[src/rtl/multicycle_control_if.sv]
// Control bundle between the multicycle sequencer and the datapath / IR.
// The sequencer (master) reads IR fields, ALU flags and memory status,
// and drives every enable and select consumed by the datapath.
interface multicycle_control_if;
   logic [3:0] cond;
   logic [1:0] op;
   logic [5:0] funct;
   logic [3:0] rd;
   logic [3:0] alu_flags;
   logic       mem_ready;

   logic       pc_write;
   logic       ir_write;
   logic       reg_w;
   logic       mem_w;
   logic       adr_src;
   logic       alu_src_a;
   logic [1:0] alu_src_b;
   logic [1:0] result_src;
   logic [1:0] imm_src;
   logic [1:0] reg_src;
   logic [1:0] alu_control;
   logic [3:0] flags;
   logic [3:0] state;

   modport master (
      input  cond, op, funct, rd, alu_flags, mem_ready,
      output pc_write, ir_write, reg_w, mem_w, adr_src, alu_src_a,
             alu_src_b, result_src, imm_src, reg_src, alu_control,
             flags, state
   );

   modport slave (
      output cond, op, funct, rd, alu_flags, mem_ready,
      input  pc_write, ir_write, reg_w, mem_w, adr_src, alu_src_a,
             alu_src_b, result_src, imm_src, reg_src, alu_control,
             flags, state
   );
endinterface

[src/rtl/multicycle_control.sv]
// Moore sequencer for the multicycle CPU: walks each instruction through
// 2-5 states, drives datapath enables/selects, owns the NZCV register and
// evaluates the condition field in DECODE.
module multicycle_control (
   input  logic                 clk,
   input  logic                 reset,
   multicycle_control_if.master bus
);
   typedef enum logic [3:0] {
      FETCH  = 4'd0,
      DECODE = 4'd1,
      MEMADR = 4'd2,
      MEMRD  = 4'd3,
      MEMWB  = 4'd4,
      MEMWR  = 4'd5,
      EXECR  = 4'd6,
      EXECI  = 4'd7,
      ALUWB  = 4'd8,
      BRANCH = 4'd9
   } state_t;

   state_t     state_q, state_d;
   logic [3:0] flags_q;

   logic [3:0] cmd;
   logic       s_bit, is_cmp, rd_pc, cond_ok;
   logic [1:0] alu_dec;
   logic       pc_write_raw, ir_write_raw, reg_w_raw, mem_w_raw;

   assign cmd    = bus.funct[4:1];
   assign s_bit  = bus.funct[0];
   assign is_cmp = (cmd == 4'b1010);
   assign rd_pc  = (bus.rd == 4'd15);

   // cmd -> ALU operation; unknown commands fall back to add
   always_comb begin
      alu_dec = 2'b00;
      case (cmd)
         4'b0100: alu_dec = 2'b00;
         4'b0010: alu_dec = 2'b01;
         4'b1010: alu_dec = 2'b01;
         4'b0000: alu_dec = 2'b10;
         4'b1100: alu_dec = 2'b11;
         default: alu_dec = 2'b00;
      endcase
   end

   // condition field against the registered NZCV
   always_comb begin
      logic n, z, c, v;
      {n, z, c, v} = flags_q;
      cond_ok = 1'b1;
      case (bus.cond)
         4'b0000: cond_ok = z;
         4'b0001: cond_ok = ~z;
         4'b0010: cond_ok = c;
         4'b0011: cond_ok = ~c;
         4'b0100: cond_ok = n;
         4'b0101: cond_ok = ~n;
         4'b0110: cond_ok = v;
         4'b0111: cond_ok = ~v;
         4'b1000: cond_ok = c & ~z;
         4'b1001: cond_ok = ~c | z;
         4'b1010: cond_ok = (n == v);
         4'b1011: cond_ok = (n != v);
         4'b1100: cond_ok = ~z & (n == v);
         4'b1101: cond_ok = z | (n != v);
         default: cond_ok = 1'b1;
      endcase
   end

   // state register
   always_ff @(posedge clk or posedge reset) begin
      if (reset) state_q <= FETCH;
      else       state_q <= state_d;
   end

   // NZCV loads on the edge leaving EXEC* when S is set; logic ops keep C/V
   always_ff @(posedge clk or posedge reset) begin
      if (reset) begin
         flags_q <= 4'b0000;
      end else if ((state_q == EXECR || state_q == EXECI) && s_bit) begin
         flags_q[3:2] <= bus.alu_flags[3:2];
         if (!alu_dec[1]) flags_q[1:0] <= bus.alu_flags[1:0];
      end
   end

   // next state and per-state outputs
   always_comb begin
      state_d         = FETCH;
      pc_write_raw    = 1'b0;
      ir_write_raw    = 1'b0;
      reg_w_raw       = 1'b0;
      mem_w_raw       = 1'b0;
      bus.adr_src     = 1'b0;
      bus.alu_src_a   = 1'b0;
      bus.alu_src_b   = 2'b00;
      bus.result_src  = 2'b00;
      bus.imm_src     = 2'b00;
      bus.reg_src     = 2'b00;
      bus.alu_control = 2'b00;
      case (state_q)
         FETCH: begin
            bus.alu_src_a  = 1'b1;
            bus.alu_src_b  = 2'b10;
            bus.result_src = 2'b10;
            ir_write_raw   = bus.mem_ready;
            pc_write_raw   = bus.mem_ready;
            state_d        = bus.mem_ready ? DECODE : FETCH;
         end
         DECODE: begin
            bus.alu_src_a = 1'b1;
            bus.alu_src_b = 2'b10;
            if (!cond_ok)             state_d = FETCH;
            else case (bus.op)
               2'd0:    state_d = bus.funct[5] ? EXECI : EXECR;
               2'd1:    state_d = MEMADR;
               2'd2:    state_d = BRANCH;
               default: state_d = FETCH;
            endcase
         end
         EXECR, EXECI: begin
            bus.alu_src_b   = (state_q == EXECI) ? 2'b01 : 2'b00;
            bus.alu_control = alu_dec;
            state_d         = ALUWB;
         end
         ALUWB: begin
            if (is_cmp)     ;
            else if (rd_pc) pc_write_raw = 1'b1;
            else            reg_w_raw    = 1'b1;
         end
         MEMADR: begin
            bus.alu_src_b = 2'b01;
            bus.imm_src   = 2'b01;
            state_d       = bus.funct[0] ? MEMRD : MEMWR;
         end
         MEMRD: begin
            bus.adr_src = 1'b1;
            state_d     = bus.mem_ready ? MEMWB : MEMRD;
         end
         MEMWB: begin
            bus.result_src = 2'b01;
            if (rd_pc) pc_write_raw = 1'b1;
            else       reg_w_raw    = 1'b1;
         end
         MEMWR: begin
            bus.adr_src = 1'b1;
            bus.reg_src = 2'b10;
            mem_w_raw   = 1'b1;
            state_d     = bus.mem_ready ? FETCH : MEMWR;
         end
         BRANCH: begin
            bus.alu_src_b  = 2'b01;
            bus.imm_src    = 2'b10;
            bus.result_src = 2'b10;
            pc_write_raw   = 1'b1;
         end
         default: state_d = FETCH;
      endcase
   end

   // write enables are killed while reset is held so no stray write occurs
   assign bus.pc_write = pc_write_raw & ~reset;
   assign bus.ir_write = ir_write_raw & ~reset;
   assign bus.reg_w    = reg_w_raw & ~reset;
   assign bus.mem_w    = mem_w_raw & ~reset;
   assign bus.flags    = flags_q;
   assign bus.state    = state_q;
endmodule

[src/flat_wrapper.sv]
// flat-port wrapper written by rule: the top's interface ports become plain ports
module multicycle_control_flat 
  (clk, reset, bus_cond, bus_op, bus_funct, bus_rd, bus_alu_flags, bus_mem_ready, bus_pc_write, bus_ir_write, bus_reg_w, bus_mem_w, bus_adr_src, bus_alu_src_a, bus_alu_src_b, bus_result_src, bus_imm_src, bus_reg_src, bus_alu_control, bus_flags, bus_state);
  multicycle_control_if bus_i ();
  input  logic clk;
  input  logic reset;
  input wire logic [$bits(bus_i.cond)-1:0] bus_cond;
  input wire logic [$bits(bus_i.op)-1:0] bus_op;
  input wire logic [$bits(bus_i.funct)-1:0] bus_funct;
  input wire logic [$bits(bus_i.rd)-1:0] bus_rd;
  input wire logic [$bits(bus_i.alu_flags)-1:0] bus_alu_flags;
  input wire logic [$bits(bus_i.mem_ready)-1:0] bus_mem_ready;
  output wire logic [$bits(bus_i.pc_write)-1:0] bus_pc_write;
  output wire logic [$bits(bus_i.ir_write)-1:0] bus_ir_write;
  output wire logic [$bits(bus_i.reg_w)-1:0] bus_reg_w;
  output wire logic [$bits(bus_i.mem_w)-1:0] bus_mem_w;
  output wire logic [$bits(bus_i.adr_src)-1:0] bus_adr_src;
  output wire logic [$bits(bus_i.alu_src_a)-1:0] bus_alu_src_a;
  output wire logic [$bits(bus_i.alu_src_b)-1:0] bus_alu_src_b;
  output wire logic [$bits(bus_i.result_src)-1:0] bus_result_src;
  output wire logic [$bits(bus_i.imm_src)-1:0] bus_imm_src;
  output wire logic [$bits(bus_i.reg_src)-1:0] bus_reg_src;
  output wire logic [$bits(bus_i.alu_control)-1:0] bus_alu_control;
  output wire logic [$bits(bus_i.flags)-1:0] bus_flags;
  output wire logic [$bits(bus_i.state)-1:0] bus_state;
  assign bus_i.cond = bus_cond;
  assign bus_i.op = bus_op;
  assign bus_i.funct = bus_funct;
  assign bus_i.rd = bus_rd;
  assign bus_i.alu_flags = bus_alu_flags;
  assign bus_i.mem_ready = bus_mem_ready;
  assign bus_pc_write = bus_i.pc_write;
  assign bus_ir_write = bus_i.ir_write;
  assign bus_reg_w = bus_i.reg_w;
  assign bus_mem_w = bus_i.mem_w;
  assign bus_adr_src = bus_i.adr_src;
  assign bus_alu_src_a = bus_i.alu_src_a;
  assign bus_alu_src_b = bus_i.alu_src_b;
  assign bus_result_src = bus_i.result_src;
  assign bus_imm_src = bus_i.imm_src;
  assign bus_reg_src = bus_i.reg_src;
  assign bus_alu_control = bus_i.alu_control;
  assign bus_flags = bus_i.flags;
  assign bus_state = bus_i.state;
  multicycle_control u_core (.clk(clk), .reset(reset), .bus(bus_i));
endmodule
[config.mk]
export PLATFORM = sky130hd
export DESIGN_NAME = multicycle_control_flat
export DESIGN_NICKNAME = d
export VERILOG_FILES = /design/src/rtl/multicycle_control_if.sv /design/src/rtl/multicycle_control.sv /design/src/flat_wrapper.sv
export SDC_FILE = /design/constraint.sdc
export NUM_CORES = 1
export LEC_CHECK = 0
export CAP_MARGIN = 25
export CORE_ASPECT_RATIO = 0.8
export CORE_UTILIZATION = 38
export DETAILED_ROUTE_END_ITERATION = 16
export GPL_TIMING_DRIVEN = 0
export PLACE_DENSITY_LB_ADDON = 0.08
export SYNTH_ARGS = -nofsm -noshare
export SYNTH_HDL_FRONTEND = slang
export SYNTH_SLANG_ARGS = --single-unit
export TNS_END_PERCENT = 10
[constraint.sdc]
create_clock -name clk -period 2.1 [get_ports clk]
set_input_delay 0.21 -clock clk [delete_from_list [all_inputs] [get_ports clk]]
set_output_delay 0.21 -clock clk [all_outputs]
set_load 0.1 [all_outputs]
After elaboration in Yosys (flattened, before gate mapping)
Index checks and enable logic that the tools add are counted.
Storage, ports and cells
  bits in registers: 8
  latch bits: 0
  memory bits (writable): 0
  bits in read-only memories: 0
  input bits: 23
  output and inout bits: 24
  memories: 0
Operators by class
  $add $sub $neg: 0
  multiply operators: 0
  div/mod/pow operators: 0
  magnitude comparators: 0
  equality and inequality tests: 30
  shifts and indexed selects: 0
  multiplexer cells: 26
  bitwise logic cells: 14
  reductions and logical operators: 13
Operators by type and width (number)
  == test 4 bit, second input constant: 11
  == test 4 x 3 -> 1 bit, second input constant: 8
  case mux 4 bit (6 select lines): 1
  == test 4 x 2 -> 1 bit, second input constant: 5
  case mux 1 bit (14 select lines): 1
  zero test 4 bit: 3
  case mux 2 bit (3 select lines): 2
  case mux 4 bit (3 select lines): 1
  OR reduction 2 bit: 6
  two-way mux 1 bit: 11
  two-way mux 3 bit: 3
  == test 4 x 1 -> 1 bit, second input constant: 2
  case mux 2 bit (2 select lines): 2
  AND 1 bit: 6
  NOT 1 bit: 6
  two-way mux 2 bit: 2
  two-way mux 4 bit: 1
  case mux 1 bit (4 select lines): 1
  == test 2 x 1 -> 1 bit, second input constant: 1
  == test 2 bit, second input constant: 1
  zero test 2 bit: 1
  bitwise OR 1 bit: 2
  case mux 1 bit (2 select lines): 1
  AND reduction 2 bit: 1
  4 further kinds: 4

Longest topological paths before layout
  depth in word-level cells: 5
  depth in mapped cells: 6
  mapped depth without buffers: 5

Least setup slack after synthesis
Ideal clock, no wire load.
  kind: register to output
  start point: register u_core.state_q[1], in the netlist u_core.bus.state[1]
  end point: output port bus_imm_src[0]
  arrival: 4.436 ns
  data required time: 1.890 ns
  slack: -2.546 ns
  stages on the path, launching flop included: 3
  path buffers: 1
  cells stage by stage: dfrtp_1 > clkbuf_1 > nor4b_1
On the way
  cells in the longest elaborated chain, start to end: 2
  elaborated cells between the ends (all ways): 3
  classes of those cells: eq/ne (2); mux (1)
Ends and longest elaborated chain
  from (decl): line multicycle_control.sv:22  | state_t state_q, state_d;
  from (signal assigned): line multicycle_control.sv:75  | else state_q <= state_d;
  == test 4 bit or == test 4 x 2 -> 1 bit (tied branches): line multicycle_control.sv:102  | case (state_q)
  case mux 2 bit (2 select lines) (*): line multicycle_control.sv:102
  to (decl): line flat_wrapper.sv:21  | output wire logic [$bits(bus_i.imm_src)-1:0] bus_imm_src;
Every way passes the cells marked *; elsewhere a longest branch is shown, timed or not.

Worst setup path after layout
  start point: register u_core.state_q[2], in the netlist u_core.bus.state[2]
  end point: output port bus_state[2]
RTL lines
  to (decl): line flat_wrapper.sv:25  | output wire logic [$bits(bus_i.state)-1:0] bus_state;
No word-level cell between the ends.

==> summary.md <==
| Metric | Value |
|---|---|
| Run status | `completed` |
| CP endpoint kind | `primary output` |
| Cts bufs inserted | `3` |
| Clock root buffer | `clkbuf_4` |
| Most common cell after layout, fill and taps aside | `clkdlybuf4s50_1` |
| CP Max Fanout | `8` |
| YS warnings | `0` |
| Post-synthesis cell count | `103` |
| Max H-tree Level | `1` |
| Initial Utilization | `42.5%` |
| Yosys cell types | `41` |
| Crit path DAT | `1.86 ns` |
| Avg Cell Area, Syn | `8.09 um^2` |
| Synth-to-Final Area Change | `73.6%` |
| Routed WL per cell | `12.8 um` |
| Core region area | `1960 um^2` |
| Drt first pass iters | `4` |
| Most frequent cells in the layout | `26 x clkdlybuf4s50_1, 7 x clkbuf_4, 7 x nand2b_1` |
| Rows | `14` |
| Vias in the first global route | `781` |
| Via Count | `913` |
| Worst Setup Start Kind | `register` |
| Ys flop type | `dfrtp_1` |
| Mapped cell area | `833 um^2` |
| Async set-reset flop share out of synthesis | `100%` |
| Setup CP Type | `register to primary output` |
| Largest net degree at the start of global routing | `11` |
| Worst-Skew Late Latency | `0.26 ns` |
| Worst slew margin | `35.1%` |
| Final Max Slew Viols | `0` |
| Antenna violations before repair | `0` |
| Die Y | `43.9 um` |
| Final hold vios | `0` |
| Global Route Usage Sum | `19.7%` |
| Synthesis-stage register bit count | `8` |
| # IOs | `47` |
| Post-synth EDFFs | `0` |
| Worst slew pin tran | `0.970 ns` |
| Post-Route WL | `2230 um` |
| Layout Nets | `174` |
| CP required | `1.89 ns` |
| Via density | `5.25` |
| Die ar. | `2390 um^2` |
| CTS tree | `built` |
| Final Util | `73.7%` |
| CP peak stage delay | `1.15 ns` |
| Worst min-delay path class | `primary input to register` |
| Reg clk slew, reported paths | `0.06 ns` |
| Max_cap viols | `0` |
| DRC Markers | `0` |
| RD Place Congestion | `0.824` |
| Remaining global-route overflow | `0` |
| IO buf count | `43` |
| Highest Clock Rate | `484 MHz` |
| Detail Route Antenna Nets | `0` |
| Final Critical Period | `2.07 ns` |
| HPWL Detailed | `1780 um` |
| Endpoints failing setup | `0` |
| Clock Skew | `0.00378 ns` |
| Fin crit share | `98.4%` |
| Syn nets | `126` |
| Fraction of layout cells with a size suffix above 1 | `32.7%` |
| Crit-path leading delay family | `buffers and inverters` |
| Sequential area share after synthesis | `24.0%` |
| Max stage delay cell, worst path | `clkdlybuf4s50_1` |
| Die W | `54.4 um` |
| RSZ-0062 raised after global routing | `yes` |
| Crit path cell chain | `clkdlybuf4s50_1` |
| First-pass GRT wire length | `3460 um` |
| Clock sink count | `8` |
| Ant diodes | `0` |
| Iteration-0 DRC Markers | `15` |
| Clock Path Buffers | `2` |
| CP Buf/Inv Count | `1` |
[cells in the mapped netlist, drive strengths merged (2+ instances only)]
| library cell | number | share of area, % |
|---|---|---|
| o22ai | 2 | 1.5 |
| nor2b | 3 | 2.3 |
| mux2i | 3 | 3.6 |
| a21oi | 3 | 1.8 |
| and3 | 3 | 2.3 |
| buf | 6 | 4.5 |
| o21ai | 2 | 1.2 |
| clkbuf | 3 | 1.4 |
| xor2 | 5 | 5.3 |
| dfrtp | 8 | 24 |
| nor3b | 3 | 2.7 |
| mux2 | 4 | 5.4 |
| xnor2 | 3 | 3.2 |
| nand2 | 5 | 2.3 |
| nor3 | 9 | 5.4 |
| nand2b | 7 | 5.3 |
| or3 | 2 | 1.5 |
| o41ai | 2 | 3.0 |
| nor2 | 8 | 3.6 |
| inv | 5 | 2.3 |
[worst paths after layout]
| kind | start | end | slack [ns] | depth (start not counted) |
|---|---|---|---|---|
| setup / recovery | u_core.bus.state[2] | bus_state[2] | 0.03 | 1 |
| hold reg to reg | u_core.bus.flags[1] | u_core.bus.flags[1] | 0.55 | 1 |
| min in group asynchronous | reset | u_core.bus.state[1] | 0.49 | 2 |
| setup reg to reg | u_core.bus.flags[0] | u_core.bus.state[0] | 0.40 | 5 |
| max in group asynchronous | reset | u_core.bus.state[0] | 1.36 | 2 |
| hold / removal | bus_cond[3] | u_core.bus.state[2] | 0.46 | 3 |
[kinds of logic after synthesis]
group                     count (synthesis)  synth area share [%]
AOI/OAI and AO/OA                        19                  19.1
xor gates and xnor gates                  8                  8.41
buffers and inverters                    14                  8.11
other                                     1                 0.450
muxes                                     7                  9.01
DFF                                       8                  24.0
and+or+nand+nor                          46                  30.9
[flip-flops by register name (all words and copies together), names as in the netlist]
register,cells
u_core.bus.state,4
u_core.bus.flags,4
[cell type report]
type                            instances  area, um^2
Tap cell                               24        30.0
Fill cell                             149         515
Inverter                                5        18.8
Timing Repair Buffer                   43         423
Clock buffer                            4        26.3
Sequential cell                         8         205
Buffer                                  9        58.8
Multi-Input combinational cell         81         684
[routing by layer]
metal	GRT usage, %	up-vias	wire length [um]
met1	29.4	416	1080
li1	-	461	-
met2	30.5	33	973
met4	3.08	0	17
met5	0	-	0
met3	2.81	3	153
[through the flow]
step	setup TNS [ns]	instance area, um^2	setup slack, ns	hold WS (ns)	instances
floorplan	-1.43	963	-0.231	0.0254	103
global placement	-5.45	1420	-0.652	0.526	170
detailed placement	-5.60	1420	-0.665	0.531	170
CTS	0	1430	0.00157	0.462	174
global route	-0.0247	1450	-0.0247	0.526	174
finish	0	1450	0.0342	0.458	174
[timing repair]
item / 4_1_cts / 5_1_grt
hold buffers: 0 / 0
pin swaps: 0 / 0
endpoints found under the setup margin: 16 / 7
setup buffers: 0 / 0
gates resized for setup: 66 / 10
Power is left out: the tool's default activity adds up to more than one toggle a clock period on the data nets, which glitch-free logic cannot reach.
==> variant (same settings) <==
Reset style: synchronous (`reset`), changed in 2 clocked blocks.
--- a/src/rtl/multicycle_control.sv
+++ b/src/rtl/multicycle_control.sv
@@ -70,13 +70,13 @@
    end
 
    // state register
-   always_ff @(posedge clk or posedge reset) begin
+   always_ff @(posedge clk) begin
       if (reset) state_q <= FETCH;
       else       state_q <= state_d;
    end
 
    // NZCV loads on the edge leaving EXEC* when S is set; logic ops keep C/V
-   always_ff @(posedge clk or posedge reset) begin
+   always_ff @(posedge clk) begin
       if (reset) begin
          flags_q <= 4'b0000;
       end else if ((state_q == EXECR || state_q == EXECI) && s_bit) begin
Check against the original RTL: differs if reset is asserted again (counterexample within 4 cycles, from zero or initial values and one cycle with reset high); with reset held inactive, the same outputs for 10 cycles.
==> variant against the unedited design <==
Synthesized cell count grew 12%; worst setup slack gained 0.014 ns; first-iteration DRC count grew 110%; synthesized area grew 1.7%; utilization grew 1.1 points; cell area grew 2.3%; wire length grew 27%; sequential cell count is the same.
Power is left out: it rests on default switching activity, and per cell area and clock period it moved more than threefold.
==> variant: results <==
{
  "synth.area.top_cells": "dfxtp_1 19%, mux2i_1 8.3%, nor3_1 6.5%, nor2_1 5.3%, buf_4 4.4%",
  "drive_gt1_share_pct": 33.54,
  "nets": 185,
  "crit_arrival_ns": 1.84,
  "cts_root_buf": "clkbuf_4",
  "drt_iter0_markers": 31,
  "dp_hpwl_um": 2112,
  "reg2reg_depth": 5,
  "whs_endpoint": "u_core.bus.flags[2]",
  "critical-path-slowest-cell": "buf_2",
  "grt_pass1_vias": 937,
  "clkTransAtPathRegs_ns": 0.07,
  "port_buffers": 42,
  "cts_max_level": 1,
  "vias_per_cell": 5.773,
  "cts-buffers-inserted": 3,
  "grt_pass1_wl_um": 4222,
  "synth_warnings": 0,
  "synth_cell_types": 42,
  "hold_class": "in2reg",
  "syn_nets": 138,
  "cts_resized": 59,
  "grt_max_degree": 11,
  "synthArstFlopShare_pct": 0,
  "rr_endpoint": "u_core.bus.flags[0]",
  "min_delay_path_depth": 2,
  "status": "completed",
  "antenna_found_initial": 0,
  "placed_cell_area_um2": 1471,
  "rrSetupSlack_ns": 0.43,
  "slew-limit-headroom_pct": 35.04,
  "dr.pass1.iters": 4,
  "gp_congestion": 0.8588,
  "fillers": 160,
  "place_inst": 181,
  "hp-start": "reset",
  "wl_per_cell_um": 15.23,
  "critPathMaxStageDelay_ns": 0.44,
  "cp_top_family": "buffers and inverters",
  "cts_max_path_buffers": 2,
  "insertion_delay_ns": 0.28,
  "r2r_start": "u_core.bus.state[2]",
  "seq_area_frac_synth_pct": 18.91,
  "diodes": 0,
  "grt_use_total_pct": 24.68,
  "post-cts-setup-buffer-count": 0,
  "drt_wl_total_um": 2818,
  "syn_inst": 115,
  "skew_ns": 0.01679,
  "path_max_fanout": 10,
  "synthTopCellsByCount": "12 x nor2_1, 11 x nor3_1, 8 x dfxtp_1",
  "ys.flop_type": "dfxtp_1"
}
variant: logic make-up after synthesis:
logic type      after synthesis  share of synthesized area (%)
buf+inv                      17                          11.08
simple gates                 52                          34.71
xor+xnor                      6                          6.204
flops                         8                          18.91
compound gates               23                          19.05
other cells                   1                         0.4427
mux                           8                          9.601
variant: layer usage:
layer  routed length (µm)  global-route usage, %
met1                 1261                  32.99
met2                 1279                  40.00
met3                  259                  6.186
met4                   18                  4.615
met5                    0                      0
variant: worst reg2reg max path, delay by kind of cell (launching register included):
kind	cells	cell delay, ns
mux	1	0.23
simple gates	3	0.62
flops	1	0.37
buf+inv	1	0.29
variant: how the worst max path moves through the flow:
stage	cells past startpoint	slack, ns	startpoint	end
2_1_floorplan	4	-0.04	u_core.bus.state[3]	bus_ir_write
3_3_place_gp	7	-0.74	bus_funct[1]	bus_pc_write
3_5_place_dp	7	-0.73	bus_funct[1]	bus_pc_write
4_1_cts	6	-0.13	u_core.bus.state[2]	bus_pc_write
5_1_grt	4	0.007	u_core.bus.state[3]	bus_alu_control[1]
6_report	4	0.05	u_core.bus.state[0]	bus_alu_src_b[0]
variant: layout make-up:
class / count / area, µm² / area share [%]
tap: 24 / 30.03 / 2.029
sequential: 8 / 175.2 / 11.83
inverter: 5 / 18.77 / 1.268
clock buffer: 4 / 26.28 / 1.775
multi-input combinational: 90 / 734.5 / 49.62
buffer: 12 / 92.59 / 6.255
timing repair buffer: 42 / 402.9 / 27.22
variant: stage by stage:
step           hold slack, ns  setup WS, ns
2_1_floorplan          0.2971      -0.04185
3_3_place_gp           0.5517       -0.7360
3_5_place_dp           0.5645       -0.7309
4_1_cts                0.4129       -0.1260
5_1_grt                0.4278      0.007366
6_report               0.4179       0.04862
